<file path="src/rtl/param_counter.sv">
// Modulo-MODULUS up/down counter with clear, clamped load and optional saturation.
// Also provides a combinational terminal count, a registered wrap pulse and a registered saturation flag.
module param_counter #(
  parameter int unsigned WIDTH   = 3,
  parameter int unsigned MODULUS = 8
) (
  input  logic             clk,
  input  logic             rst_n,
  input  logic             en,
  input  logic [1:0]       mode,
  input  logic             up_dn,
  input  logic             sat,
  input  logic [WIDTH-1:0] load_val,
  output logic [WIDTH-1:0] q,
  output logic [WIDTH-1:0] qb,
  output logic             tc,
  output logic             wrap,
  output logic             at_lim
);

  localparam int unsigned EXT_W = WIDTH + 1;
  localparam logic [WIDTH-1:0] MAX_Q = WIDTH'(MODULUS - 1);

  // Reject parameter sets the counter cannot represent.
  if (WIDTH < 1 || MODULUS < 2 || 64'(MODULUS) > (64'd1 << WIDTH)) begin : g_param_check
    $error("param_counter: need WIDTH >= 1 and 2 <= MODULUS <= 2**WIDTH");
  end

  typedef enum logic [1:0] {
    OP_HOLD  = 2'b00,
    OP_CLEAR = 2'b01,
    OP_LOAD  = 2'b10,
    OP_COUNT = 2'b11
  } op_t;

  op_t              op;
  logic             at_top;
  logic             at_bot;
  logic [WIDTH-1:0] load_clamped;
  logic [WIDTH-1:0] q_nxt;
  logic             wrap_nxt;
  logic             at_lim_nxt;

  assign op     = op_t'(mode);
  assign at_top = (q == MAX_Q);
  assign at_bot = (q == '0);
  assign qb     = ~q;
  assign tc     = en && (op == OP_COUNT) && (up_dn ? at_top : at_bot);

  // Out-of-range load values saturate at the top of the count range.
  assign load_clamped = ({1'b0, load_val} >= EXT_W'(MODULUS)) ? MAX_Q : load_val;

  always_ff @(posedge clk or negedge rst_n) begin
    if (!rst_n) begin
      q      <= '0;
      wrap   <= 1'b0;
      at_lim <= 1'b0;
    end else begin
      q      <= q_nxt;
      wrap   <= wrap_nxt;
      at_lim <= at_lim_nxt;
    end
  end

  // Next-state: clear dominates en; counting wraps or saturates at the range limits.
  always_comb begin
    q_nxt      = q;
    wrap_nxt   = 1'b0;
    at_lim_nxt = at_lim;
    if (op == OP_CLEAR) begin
      q_nxt      = '0;
      at_lim_nxt = 1'b0;
    end else if (en) begin
      case (op)
        OP_LOAD: begin
          q_nxt      = load_clamped;
          at_lim_nxt = 1'b0;
        end
        OP_COUNT: begin
          if (up_dn) begin
            if (!at_top) begin
              q_nxt = q + WIDTH'(1);
            end else if (sat) begin
              at_lim_nxt = 1'b1;
            end else begin
              q_nxt    = '0;
              wrap_nxt = 1'b1;
            end
          end else begin
            if (!at_bot) begin
              q_nxt = q - WIDTH'(1);
            end else if (sat) begin
              at_lim_nxt = 1'b1;
            end else begin
              q_nxt    = MAX_Q;
              wrap_nxt = 1'b1;
            end
          end
        end
        default: begin
          q_nxt = q;
        end
      endcase
    end
    if (q_nxt != q) begin
      at_lim_nxt = 1'b0;
    end
  end

endmodule
</file>
<file path="config.mk">
export PLATFORM = sky130hd
export DESIGN_NAME = param_counter
export DESIGN_NICKNAME = d
export VERILOG_FILES = /design/src/rtl/param_counter.sv
export SDC_FILE = /design/constraint.sdc
export NUM_CORES = 1
export LEC_CHECK = 0
export ABC_AREA = 1
export CORE_AREA = 2 2 39 41
export CTS_BUF_LIST = sky130_fd_sc_hd__clkbuf_4 sky130_fd_sc_hd__clkbuf_8 sky130_fd_sc_hd__clkbuf_16
export CTS_CLUSTER_DIAMETER = 40
export DETAILED_ROUTE_END_ITERATION = 16
export DIE_AREA = 0 0 41 43
export MAX_ROUTING_LAYER = met4
export PLACE_DENSITY = 0.73
export SYNTH_ARGS = -nofsm -noshare
export SYNTH_HDL_FRONTEND = slang
export SYNTH_SLANG_ARGS = --single-unit
</file>
<file path="constraint.sdc">
create_clock -name clk -period 2 [get_ports clk]
set_input_delay 0.2 -clock clk [delete_from_list [all_inputs] [get_ports clk]]
set_output_delay 0.2 -clock clk [all_outputs]
set_load 0.01 [all_outputs]
</file>
### After elaboration in Yosys (flattened, before gate mapping)

Cells that the tools add are included.

* reductions and logical operators: 6
* bitwise logic cells: 1
* $add $sub $neg: 2
* equal/unequal tests: 7
* muxes and demuxes: 24

Operator list (count)
* $mux 3: 7
* $mux 1: 15
* $ne 5x3->1 const B: 2
* $pmux 3 s2: 1
* $eq 2x2->1 const B: 2
* $reduce_and 4->1: 1
* $reduce_bool 4->1: 1
* $add 3x1->3 const B: 1
* $eq 3x3->1 const B: 1
* $logic_not 3->1: 1
* $ne 3x3->1: 1
* $not 3->3: 1
* $reduce_bool 3->1: 1
* $sub 3x1->3 const B: 1
* $eq 2x1->1 const B: 1
* $logic_and 1x1->1: 2
* $pmux 1 s2: 1

* input bits: 10
* output and inout bits: 9
* bits in registers: 5
* logic and storage cells: 43

### Longest topological paths before layout

* word-level depth: 9
* gate-level depth with buffers: 14
* mapped depth without buffers: 14

### Least setup slack after synthesis

OpenSTA, ideal clock, no wires.

* kind: reg-to-reg
* start point: reg q[0]
* end point: reg at_lim
* library setup time: 115 ps
* required time: 1885 ps
* arrival time: 1450 ps
* setup slack: 435 ps
* cell stages (with the launch flop): 13
* clock period less this slack: 1565 ps
* buffers on the path: 0
* path through: dfrtp_1 > inv_1 > ha_1 > nand2_2 > nand2_2 > nand3_1 > nand3_1 > nand2_1 > nand2_1 > nand2_1 > nand2_1 > nand2_1 > nor2_1

* longest elaborated chain between the ends: 9
* elaborated cells on any way between the ends: 19
* those cells by class: 2 x add/sub; 4 x eq/ne; 9 x mux; 4 x reduce/logical

RTL lines
* start: declaration: RTL line 14 `output logic [WIDTH-1:0] q,`
* start signal: assignment: RTL line 59 `q <= q_nxt;`
* $sub 3x1->3, or another cell as far along: RTL line 91 `q_nxt = q - WIDTH'(1);`
* $mux 3, on equally long branches: RTL line 90, 81
* $mux 3: RTL line 80 `if (up_dn) begin`
* $pmux 3 s2: RTL line 74 `case (op)`
* $mux 3: RTL line 73 `end else if (en) begin`
* $mux 3: RTL line 70 `if (op == OP_CLEAR) begin`
* $ne 3x3->1: RTL line 105 `if (q_nxt != q) begin`
* $ne 5x3->1 (no line), or another cell as far along
* $reduce_and 4->1 (no line)
* end signal: assignment: RTL line 61 `at_lim <= at_lim_nxt;`
* end: declaration: RTL line 18 `output logic at_lim`

Parallel ways exist; a longest one is shown, timed or not.
A chain may end at the register's enable or synchronous reset.

### Worst setup path after layout

* start point: reg q[0]
* end point: out tc

* longest elaborated chain between the ends: 3
* elaborated cells on any way between the ends: 4
* those cells by class: 1 x eq/ne; 1 x mux; 2 x reduce/logical

RTL lines
* $eq 3x3->1 or $logic_not 3->1 (tied branches): RTL line 45, 46
* $mux 1 *: RTL line 48 `assign tc = en && (op == OP_COUNT) && (up_dn ? at_top : at_bot);`
* $logic_and 1x1->1 *: RTL line 48
* end: declaration: RTL line 16 `output logic tc,`

Every way passes the cells marked *; elsewhere a longest branch is shown, timed or not.

==> results <==
==> state kept, by name (all words and copies together), names as in the netlist <==
| signal | flops |
|---|---|
| q | 3 |
| at_lim | 1 |
| wrap | 1 |
==> path summary, 6_finish.rpt <==
path	slack (ns)	start	endpoint	cells after the start
worst max-delay path	0.21	q[0]	tc	7
worst min-delay path	0.18	rst_n	wrap	1
worst max register to register	0.37	q[0]	at_lim	15
worst min register to register	0.63	at_lim	at_lim	4
max in group asynchronous	1.63	rst_n	at_lim	1
min in group clk	0.62	mode[0]	wrap	3
==> routing by layer <==
| metal | vias up | share of wire |
|---|---|---|
| met1 | 273 | 0.48 |
| met3 | 0 | 0.055 |
| met5 | - | 0 |
| met2 | 16 | 0.46 |
| li1 | 328 | - |
| met4 | 0 | 0 |
==> kinds of logic (layout without fill, tap and decap cells) <==
logic type,Yosys count,after routing
adder cells (fa/ha/maj),4,4
multiplexers,1,1
flip-flops,5,5
buffers and inverters,17,43
AND/OR/NAND/NOR,52,52
AO/OA/AOI/OAI,9,9
==> area by class of cell <==
class	instances	share of cell area
multi-input cells	66	0.424
repair buffers	22	0.261
flip-flops and latches	5	0.156
well taps	16	0.0250
clock buffers	4	0.0374
inverters	17	0.0967
==> critical path, cell delays in order, from the launching register on <==
cell and delay [ns]:
dfrtp_1 0.41, inv_1 0.10, ha_1 0.20, nand2_2 0.09, nand2_2 0.08, nand2_2 0.06
nor3_1 0.12, dlygate4sd2_1 0.28
==> cells in the final DEF (no fill, tap or decap), drive strengths merged <==
master         count
dlygate4sd2        1
mux2i              1
a21oi              4
nor4               1
o21ai              3
buf                4
bufinv             1
inv               16
clkdlybuf4s50     17
o2111ai            1
nand3              8
nor3               2
nand2             37
a211oi             1
nor2               4
dfrtp              5
ha                 4
clkbuf             4
==> power by group <==
part,internal (mW),total (mW),switching [mW]
registers,0.112,0.126,0.0141
clock network,0.0888,0.127,0.0387
logic,0.110,0.223,0.113
==> per-stage QoR <==
step	area (µm²)	std cells	hold slack (ns)	setup slack, ns	power [mW]
global placement	773	126	0.434	0.0875	0.348
CTS	802	130	0.173	0.202	0.482
detailed placement	773	126	0.433	0.0845	0.350
finish	802	130	0.176	0.209	0.476
floorplan	543	88	-0.0956	0.435	0.249
global route	802	130	0.183	0.0771	0.518
==> impl_metrics.json <==
{
  "initial_core_util": 0.392,
  "drv_cap": 0,
  "top_usage_layer": "met2",
  "yosysWarnings": 0,
  "yosys.area.top_type": "dfrtp_1",
  "slew_headroom": 0.814,
  "synthSimpleGateAreaFrac": 0.415,
  "grt_pass1_vias": 543,
  "cellLeakagePower_nw": 0.440,
  "crit_type": "reg2out",
  "layout.nets": 129,
  "syn_area_um2": 543,
  "synth_compound_area_frac": 0.101,
  "worstPathMaxFanout": 4,
  "setup_tns_ns": 0,
  "ctsRootBufferMaster": "clkbuf_4",
  "via_count": 617,
  "use_met2": 0.266,
  "hold_buffers": 0,
  "fp.dieW_um": 41,
  "rsz0062_at_grt": "false",
  "multi_input_comb_area_um2": 340,
  "clkTransAtPathRegs_ns": 0.04,
  "synth-edff-count": 0,
  "grtUsageMet1": 0.216,
  "synth_fp_nets": 102,
  "synth-seq-cells": 5,
  "grt_overflow": 0,
  "first_pass_iters": 6,
  "cts_tree": "done",
  "synth_commonest_cells": "33 x nand2_1, 15 x inv_1, 7 x nand3_1",
  "grt_start_max_net_pins": 9,
  "routed_wl_um": 1280,
  "grt_util_met3": 0.0628,
  "yosys.area.top_type_share": 0.230,
  "min_path_type": "in2async",
  "crit_path_end_kind": "primary output",
  "hpwl_um": 1050,
  "htree_levels": 1,
  "pin_count": 19,
  "cts_buffers": 3,
  "synth_top_family_by_area": "simple AND/OR/NAND/NOR gates",
  "muxShareOfSynthArea": 0.0184,
  "ys.flop_type": "dfrtp_1",
  "yosysMostFrequentCell": "nand2_1",
  "final_max_slew_viol_count": 0,
  "avgSynthCellArea_um2": 6.17,
  "synth.distinct_cells": 19,
  "fmax_mhz": 558,
  "gp_congestion": 0.821,
  "synth_cells": 88,
  "hold_violations": 0,
  "n_fill_cell": 142,
  "async_reset_ff_frac": 1.00,
  "seq_area_um2": 125,
  "max_slew.worst_pin.slew_ns": 0.277,
  "wire_per_inst_um": 9.88,
  "cts_resized": 1,
  "synth-adder-area-share": 0.0922,
  "syn2layout_area_growth_pct": 47.7,
  "cp.arrival_ns": 1.59,
  "vdd_drop_max_mv": 0.619,
  "rows": 14,
  "track_usage": 0.175,
  "start_kind": "register",
  "power.density_mw_per_mm2": 593,
  "fin_skew_ns": 0.00599,
  "drtIter0Drc": 13,
  "setup_viol": 0,
  "grt_pass1_wl_um": 2040,
  "clk-insertion-delay-late_ns": 0.24,
  "synth_area_leaders": "dfrtp_1 23%, nand2_1 23%, inv_1 10%",
  "worstPathRequired_ns": 1.80,
  "fin_crit_sh": 0.895,
  "period_needed_ns": 1.79,
  "diodes": 0,
  "final_util": 0.580,
  "drc": 0,
  "synth_xor_area_frac": 0,
  "cts_buffer_depth": 2,
  "postCtsSetupBuffers": 0,
  "port_buffers": 18,
  "via_per_inst": 4.75,
  "core_area_mm2": 0.00138,
  "clock_sinks": 5,
  "antenna_found_initial": 0,
  "seq_area_frac_synth": 0.230,
  "drive_gt1_frac": 0.140,
  "drt.antenna.violating_nets": 0,
  "outcome": "completed",
  "dieArea_mm2": 0.00176,
  "die_height_um": 43
}
Power figures use the tool's default switching activity.
